[config.mk]
export PLATFORM = sky130hd
export DESIGN_NAME = link_credit_arbiter_flat
export DESIGN_NICKNAME = d
export VERILOG_FILES = /design/src/rtl/link_credit_arbiter_if.sv /design/src/rtl/link_credit_arbiter.sv /design/src/flat_wrapper.sv
export SDC_FILE = /design/constraint.sdc
export NUM_CORES = 1
export LEC_CHECK = 0
export ABC_AREA = 1
export CORE_AREA = 3 3 410 412
export CTS_CLUSTER_DIAMETER = 120
export CTS_CLUSTER_SIZE = 12
export DETAILED_ROUTE_END_ITERATION = 10
export DIE_AREA = 0 0 413 415
export SETUP_SLACK_MARGIN = 0.5
export SYNTH_ARGS = -nofsm -noshare
export SYNTH_HDL_FRONTEND = slang
export SYNTH_SLANG_ARGS = --single-unit
[constraint.sdc]
create_clock -name clk -period 29.1 [get_ports clk]
set_clock_uncertainty 0.2 [all_clocks]
set_input_delay 5.82 -clock clk [delete_from_list [all_inputs] [get_ports clk]]
set_output_delay 5.82 -clock clk [all_outputs]
set_load 0.1 [all_outputs]
[src/rtl/link_credit_arbiter_if.sv]
`default_nettype none
// +----------------------------------------------------------------------------+
// | Module   : link_credit_arbiter_if                                          |
// | Purpose  : Requester, link-side and status signals of link_credit_arbiter. |
// | Revision : 1.0  initial release                                            |
// +----------------------------------------------------------------------------+
interface link_credit_arbiter_if #(
    parameter int DATA_WIDTH   = 256,
    parameter int NUM_REQ      = 3,
    parameter int CREDIT_WIDTH = 6
);
    logic                          link_ready;
    logic [NUM_REQ-1:0]            req_valid;
    logic [NUM_REQ*DATA_WIDTH-1:0] req_data;
    logic [NUM_REQ-1:0]            req_grant;
    logic [DATA_WIDTH-1:0]         tx_data;
    logic                          credit_return;
    logic [CREDIT_WIDTH-1:0]       credits;
    logic                          credit_err;
    logic [NUM_REQ*8-1:0]          util;

    modport master (
        output link_ready, req_valid, req_data, credit_return,
        input  req_grant, tx_data, credits, credit_err, util
    );

    modport slave (
        input  link_ready, req_valid, req_data, credit_return,
        output req_grant, tx_data, credits, credit_err, util
    );
endinterface
`default_nettype wire

[src/rtl/link_credit_arbiter.sv]
`default_nettype none
// +----------------------------------------------------------------------------+
// | Module   : link_credit_arbiter                                             |
// | Purpose  : Round-robin, credit-gated sharing of one link TX port among     |
// |            NUM_REQ queues. Optional utilisation counters are built when    |
// |            LINK_CREDIT_ARBITER_UTIL_EN is defined.                         |
// | Revision : 1.0  initial release                                            |
// +----------------------------------------------------------------------------+
module link_credit_arbiter #(
    parameter int DATA_WIDTH   = 256,
    parameter int NUM_REQ      = 3,
    parameter int LINK_DELAY   = 20,
    parameter int CREDIT_MAX   = 44,
    parameter int CREDIT_WIDTH = 6
) (
    input  wire logic             clk,
    input  wire logic             rst,
    link_credit_arbiter_if.slave  bus
);

    localparam int PTR_W = (NUM_REQ > 1) ? $clog2(NUM_REQ) : 1;
    localparam logic [CREDIT_WIDTH-1:0] c_credit_max = CREDIT_WIDTH'(CREDIT_MAX);
    localparam logic [CREDIT_WIDTH-1:0] c_credit_one = CREDIT_WIDTH'(1);
    localparam logic [DATA_WIDTH-1:0]   c_valid_bit  = {1'b1, {(DATA_WIDTH-1){1'b0}}};
    localparam logic [PTR_W-1:0]        c_ptr_init   = PTR_W'(NUM_REQ - 1);

    // The far-end FIFO must cover a full round trip plus margin.
    if (CREDIT_MAX < 2 * LINK_DELAY + 4) begin : g_cfg_check
        $error("link_credit_arbiter: CREDIT_MAX too small for LINK_DELAY");
    end

    typedef enum logic [1:0] {
        ST_LINK_DOWN = 2'd0,
        ST_RUN       = 2'd1,
        ST_STALL     = 2'd2
    } state_t;

    state_t                  state_q, state_d;
    logic [PTR_W-1:0]        ptr_q, ptr_d;
    logic [CREDIT_WIDTH-1:0] credits_q, credits_d;
    logic                    credit_err_q, credit_err_d;
    logic [DATA_WIDTH-1:0]   tx_data_q, tx_data_d;

    logic                    w_found;
    logic [PTR_W-1:0]        w_winner;
    int                      w_best_dist;
    logic                    w_grant_en;
    logic [NUM_REQ-1:0]      w_grant;
    logic [DATA_WIDTH-1:0]   w_sel_data;

    // Winner is the valid requester closest to ptr+1 going upward with wrap.
    always_comb begin
        w_found     = 1'b0;
        w_winner    = ptr_q;
        w_best_dist = NUM_REQ;
        for (int i = 0; i < NUM_REQ; i++) begin
            if (bus.req_valid[i] &&
                ((i + NUM_REQ - 1 - int'(ptr_q)) % NUM_REQ) < w_best_dist) begin
                w_found     = 1'b1;
                w_winner    = PTR_W'(i);
                w_best_dist = (i + NUM_REQ - 1 - int'(ptr_q)) % NUM_REQ;
            end
        end
    end

    assign w_grant_en = (state_q == ST_RUN) && bus.link_ready &&
                        (credits_q != '0) && w_found;

    always_comb begin
        w_grant    = '0;
        w_sel_data = '0;
        if (w_grant_en) begin
            w_grant[w_winner] = 1'b1;
        end
        for (int i = 0; i < NUM_REQ; i++) begin
            if (w_grant[i]) begin
                w_sel_data = w_sel_data | bus.req_data[i*DATA_WIDTH +: DATA_WIDTH];
            end
        end
    end

    always_comb begin
        credits_d    = credits_q;
        credit_err_d = credit_err_q;
        if (w_grant_en && !bus.credit_return) begin
            credits_d = credits_q - c_credit_one;
        end else if (!w_grant_en && bus.credit_return) begin
            if (credits_q == c_credit_max) begin
                credit_err_d = 1'b1;
            end else begin
                credits_d = credits_q + c_credit_one;
            end
        end
    end

    always_comb begin
        state_d = state_q;
        if (!bus.link_ready) begin
            state_d = ST_LINK_DOWN;
        end else begin
            case (state_q)
                ST_LINK_DOWN: state_d = ST_RUN;
                ST_RUN:       if (credits_d == '0) state_d = ST_STALL;
                ST_STALL:     if (credits_q != '0) state_d = ST_RUN;
                default:      state_d = ST_LINK_DOWN;
            endcase
        end
    end

    assign ptr_d     = w_grant_en ? w_winner : ptr_q;
    assign tx_data_d = w_grant_en ? (w_sel_data | c_valid_bit) : '0;

    always_ff @(posedge clk or negedge rst) begin
        if (!rst) begin
            state_q      <= ST_LINK_DOWN;
            ptr_q        <= c_ptr_init;
            credits_q    <= c_credit_max;
            credit_err_q <= 1'b0;
            tx_data_q    <= '0;
        end else begin
            state_q      <= state_d;
            ptr_q        <= ptr_d;
            credits_q    <= credits_d;
            credit_err_q <= credit_err_d;
            tx_data_q    <= tx_data_d;
        end
    end

    assign bus.req_grant  = w_grant;
    assign bus.tx_data    = tx_data_q;
    assign bus.credits    = credits_q;
    assign bus.credit_err = credit_err_q;

`ifdef LINK_CREDIT_ARBITER_UTIL_EN
    logic [7:0]           window_q, window_d;
    logic [NUM_REQ*8-1:0] cnt_q, cnt_d;
    logic [NUM_REQ*8-1:0] util_q, util_d;

    // A grant in the wrap cycle seeds the new window rather than the old one.
    always_comb begin
        window_d = window_q + 8'd1;
        cnt_d    = cnt_q;
        util_d   = util_q;
        for (int i = 0; i < NUM_REQ; i++) begin
            if (window_q == 8'hFF) begin
                util_d[i*8 +: 8] = cnt_q[i*8 +: 8];
                cnt_d[i*8 +: 8]  = {7'd0, w_grant[i]};
            end else if (w_grant[i] && (cnt_q[i*8 +: 8] != 8'hFF)) begin
                cnt_d[i*8 +: 8]  = cnt_q[i*8 +: 8] + 8'd1;
            end
        end
    end

    always_ff @(posedge clk or negedge rst) begin
        if (!rst) begin
            window_q <= '0;
            cnt_q    <= '0;
            util_q   <= '0;
        end else begin
            window_q <= window_d;
            cnt_q    <= cnt_d;
            util_q   <= util_d;
        end
    end

    assign bus.util = util_q;
`else
    assign bus.util = '0;
`endif

endmodule
`default_nettype wire

[src/flat_wrapper.sv]
// flat-port wrapper written by rule: the top's interface ports become plain ports
module link_credit_arbiter_flat 
#(
    parameter int DATA_WIDTH   = 256,
    parameter int NUM_REQ      = 3,
    parameter int LINK_DELAY   = 20,
    parameter int CREDIT_MAX   = 44,
    parameter int CREDIT_WIDTH = 6
)
  (clk, rst, bus_link_ready, bus_req_valid, bus_req_data, bus_credit_return, bus_req_grant, bus_tx_data, bus_credits, bus_credit_err, bus_util);
  link_credit_arbiter_if #(.DATA_WIDTH(DATA_WIDTH), .NUM_REQ(NUM_REQ), .CREDIT_WIDTH(CREDIT_WIDTH)) bus_i ();
  input  wire logic clk;
  input  wire logic rst;
  input wire logic [$bits(bus_i.link_ready)-1:0] bus_link_ready;
  input wire logic [$bits(bus_i.req_valid)-1:0] bus_req_valid;
  input wire logic [$bits(bus_i.req_data)-1:0] bus_req_data;
  input wire logic [$bits(bus_i.credit_return)-1:0] bus_credit_return;
  output wire logic [$bits(bus_i.req_grant)-1:0] bus_req_grant;
  output wire logic [$bits(bus_i.tx_data)-1:0] bus_tx_data;
  output wire logic [$bits(bus_i.credits)-1:0] bus_credits;
  output wire logic [$bits(bus_i.credit_err)-1:0] bus_credit_err;
  output wire logic [$bits(bus_i.util)-1:0] bus_util;
  assign bus_i.link_ready = bus_link_ready;
  assign bus_i.req_valid = bus_req_valid;
  assign bus_i.req_data = bus_req_data;
  assign bus_i.credit_return = bus_credit_return;
  assign bus_req_grant = bus_i.req_grant;
  assign bus_tx_data = bus_i.tx_data;
  assign bus_credits = bus_i.credits;
  assign bus_credit_err = bus_i.credit_err;
  assign bus_util = bus_i.util;
  link_credit_arbiter #(.DATA_WIDTH(DATA_WIDTH), .NUM_REQ(NUM_REQ), .LINK_DELAY(LINK_DELAY), .CREDIT_MAX(CREDIT_MAX), .CREDIT_WIDTH(CREDIT_WIDTH)) u_core (.clk(clk), .rst(rst), .bus(bus_i));
endmodule
==> results.sh <==
export IMPL_grt_max_degree=142
export IMPL_grt_usage_pct=14.5
export IMPL_drive_above_1_share_pct=7.77
export IMPL_min_path_type="reg -> reg"
export IMPL_p_total_mw=4.15
export IMPL_core_rowCount=149
export IMPL_crit_end="bus_req_grant[2]"
export IMPL_area_delta_synth_final_pct=96.0
export IMPL_cp_slowest_stage_delay_ps=1240
export IMPL_design_core_area_mm2=0.165
export IMPL_globalRoute_totalOverflow=0
export IMPL_fin_hold_ws_ps=286
export IMPL_powerDensity_mw_per_mm2=152
export IMPL_clock_latency_ps=630
export IMPL_num_vias=17000
export IMPL_pre_cts_ws_ps=10530
export IMPL_synth_cell_types=48
export IMPL_dp_hpwl_um=113000
export IMPL_ant_nets=0
export IMPL_timing_critical_path_mode_cell="nand2_1"
export IMPL_status="complete, no violations"
export IMPL_min_from="u_core.bus.credit_err"
export IMPL_clockBufferDepth=3
export IMPL_clock_root_buffer="clkbuf_16"
export IMPL_antenna_found_initial=132
export IMPL_p_leak_nw=12.0
export IMPL_initial_core_util_pct=8.43
export IMPL_critical_path_arrival_ps=13210
export IMPL_ios=1065
export IMPL_wirelength_um=131000
export IMPL_cap_violations=0
export IMPL_rrSetupSlack_ps=14950
export IMPL_seq_area_mm2=0.00669
export IMPL_end_kind="primary output"
export IMPL_max_freq_ghz=0.0520
export IMPL_setup_viol=0
export IMPL_wl_per_cell_um=26.7
export IMPL_rsz0062_at_grt="false"
export IMPL_numPortBuffers=1037
export IMPL_yosysWarnings=0
export IMPL_ctsHtreeMaxLevel=1
export IMPL_worst_slack_ps=9870
export IMPL_die_area_mm2=0.171
export IMPL_clkTransAtPathRegs_ps=70
export IMPL_final_hold_viol_count=0
export IMPL_syn_avg_cell_area_um2=8.15
export IMPL_ys_seq_area_share_pct=48.1
export IMPL_multi_input_area_mm2=0.00632
export IMPL_cts_buffers=29
export IMPL_final_cell_mix="clkdlybuf4s50_1 (945), nand2_1 (719), dfrtp_1 (263)"
export IMPL_die_y_um=415
export IMPL_cts_tree="yes"
export IMPL_final_net_count=3486
export IMPL_timing_critical_path_fanout_max=68
export IMPL_postSynthCellCount=1705
export IMPL_grt_pass1_vias=16600
export IMPL_min_period_ps=19230
export IMPL_peakVddDrop_mv=0.120
export IMPL_crit_required_ps=23080
export IMPL_r2r_cells=92
export IMPL_drtIter0Drc=1266
export IMPL_cts_hold_fix_buffers=0
export IMPL_ys_ff_latch=267
export IMPL_firstDrtPassIters=6
export IMPL_r2r_end="u_core.bus.tx_data[164]"
export IMPL_critPathSlowestCell="clkdlybuf4s50_1"
export IMPL_final_common_cell="clkdlybuf4s50_1"
export IMPL_dieWidth_um=413
export IMPL_vias_per_cell=3.44
export IMPL_period_share_pct=66.1
export IMPL_startpoint="u_core.ptr_q[0]"
export IMPL_n_fill_cell=18600
export IMPL_slew_violations=0
export IMPL_path_class="reg -> out"
export IMPL_cts_sinks=267
export IMPL_worstMarginPinSlew_ps=1250
export IMPL_gp_congestion=0.966
export IMPL_drc=0
export IMPL_cts_repair_resized=0
export IMPL_cts_setup_buffers=0
export IMPL_grt_pass1_wl_um=164000
export IMPL_worstSetupStartpointType="flip-flop"
export IMPL_r2r_start="u_core.ptr_q[0]"
export IMPL_max_slew_margin_pct=16.4
export IMPL_stdcell_area_mm2=0.0272
export IMPL_syn_area_mm2=0.0139
export IMPL_place_area_mm2=0.0263
export IMPL_tns_ps=0
-- metrics by stage --
step	std cells	utilization [%]
after floorplan	1728	-
after global placement	4849	16.0
after detailed placement	4849	16.0
after CTS	4892	16.5
after global routing	4900	16.5
final	4926	16.5
-- area by class of cell --
cell class              count  share of cell area (%)
repair buffers           1051                    37.6
multi-input cells        1260                    23.2
well taps                2189                    10.1
diodes                     34                   0.312
inverters                  82                    1.21
flip-flops and latches    267                    24.5
clock inverters             7                   0.216
clock buffers              36                    2.80
-- how the worst min path moves through the flow --
stage / end / cells after the start
floorplan: u_core.state_q[1] / 2
global placement: u_core.bus.credit_err / 1
detailed placement: u_core.bus.credit_err / 1
CTS: u_core.bus.credit_err / 1
global route: u_core.bus.credit_err / 1
finish: u_core.bus.credit_err / 1
-- cell usage after synthesis, drive strengths merged --
| cell type | instances | area (um2) |
|---|---|---|
| nand2 | 741 | 2860 |
| dfrtp | 263 | 6580 |
| a22oi | 228 | 1710 |
| nand3 | 112 | 626 |
| buf | 105 | 606 |
| inv | 78 | 298 |
| nor2 | 50 | 220 |
| ha | 20 | 250 |
| nand4 | 16 | 115 |
| o21ai | 16 | 80.1 |
| clkbuf | 14 | 56.3 |
| a21oi | 13 | 76.3 |
| nor3 | 11 | 66.3 |
| o211ai | 6 | 45.0 |
| xor2 | 5 | 43.8 |
| clkinv | 4 | 16.3 |
| dfstp | 4 | 105 |
| and2 | 2 | 12.5 |
| nand3b | 2 | 15.0 |
| o21bai | 2 | 18.8 |
| xnor2 | 2 | 17.5 |
| a211oi | 1 | 7.51 |
| a21boi | 1 | 7.51 |
| a31oi | 1 | 6.26 |
| conb | 1 | 3.75 |
| nor4 | 1 | 6.26 |
| o2111ai | 1 | 8.76 |
| o21a | 1 | 7.51 |
| o221ai | 1 | 8.76 |
| o22ai | 1 | 6.26 |
| or2 | 1 | 6.26 |
| or4 | 1 | 7.51 |
-- critical path, delay by kind of cell (launching register included) --
kind | cells | cell delay, ps
flops | 1 | 460
simple gates | 72 | 7210
buf+inv | 9 | 2890
fa+ha+maj | 3 | 1190
compound gates | 4 | 700
-- routing by layer --
metal / vias up / global-route usage, % / wire (um) / part of all wire [%]
met2: 937 / 23.9 / 60800 / 46
met1: 8102 / 16.7 / 50900 / 39
met5: - / 0 / 464 / 0.35
li1: 7634 / - / - / -
met4: 68 / 3.93 / 4160 / 3.2
met3: 209 / 6.90 / 15000 / 11
-- where the power goes --
| part | switching [mW] | total (mW) | internal, mW |
|---|---|---|---|
| clock | 0.182 | 0.365 | 0.184 |
| combinational | 2.46 | 3.16 | 0.704 |
| sequential | 0.0755 | 0.624 | 0.548 |
| total | 2.72 | 4.15 | 1.44 |
-- logic make-up after synthesis --
group | count (synthesis) | synth area share [%]
and+or+nand+nor | 937 | 28.3
other | 1 | 0.0270
xor gates and xnor gates | 7 | 0.441
AOI/OAI and AO/OA | 272 | 14.3
adders and majority gates | 20 | 1.80
buffers and inverters | 201 | 7.02
DFF | 267 | 48.1
-- flip-flops by register name, indices dropped and copies added, names as in the netlist --
register	cells
u_core.bus.tx_data	256
u_core.bus.credit_err	1
u_core.bus.credits	6
u_core.ptr_q	2
u_core.state_q	2
Power figures use the tool's default switching activity.
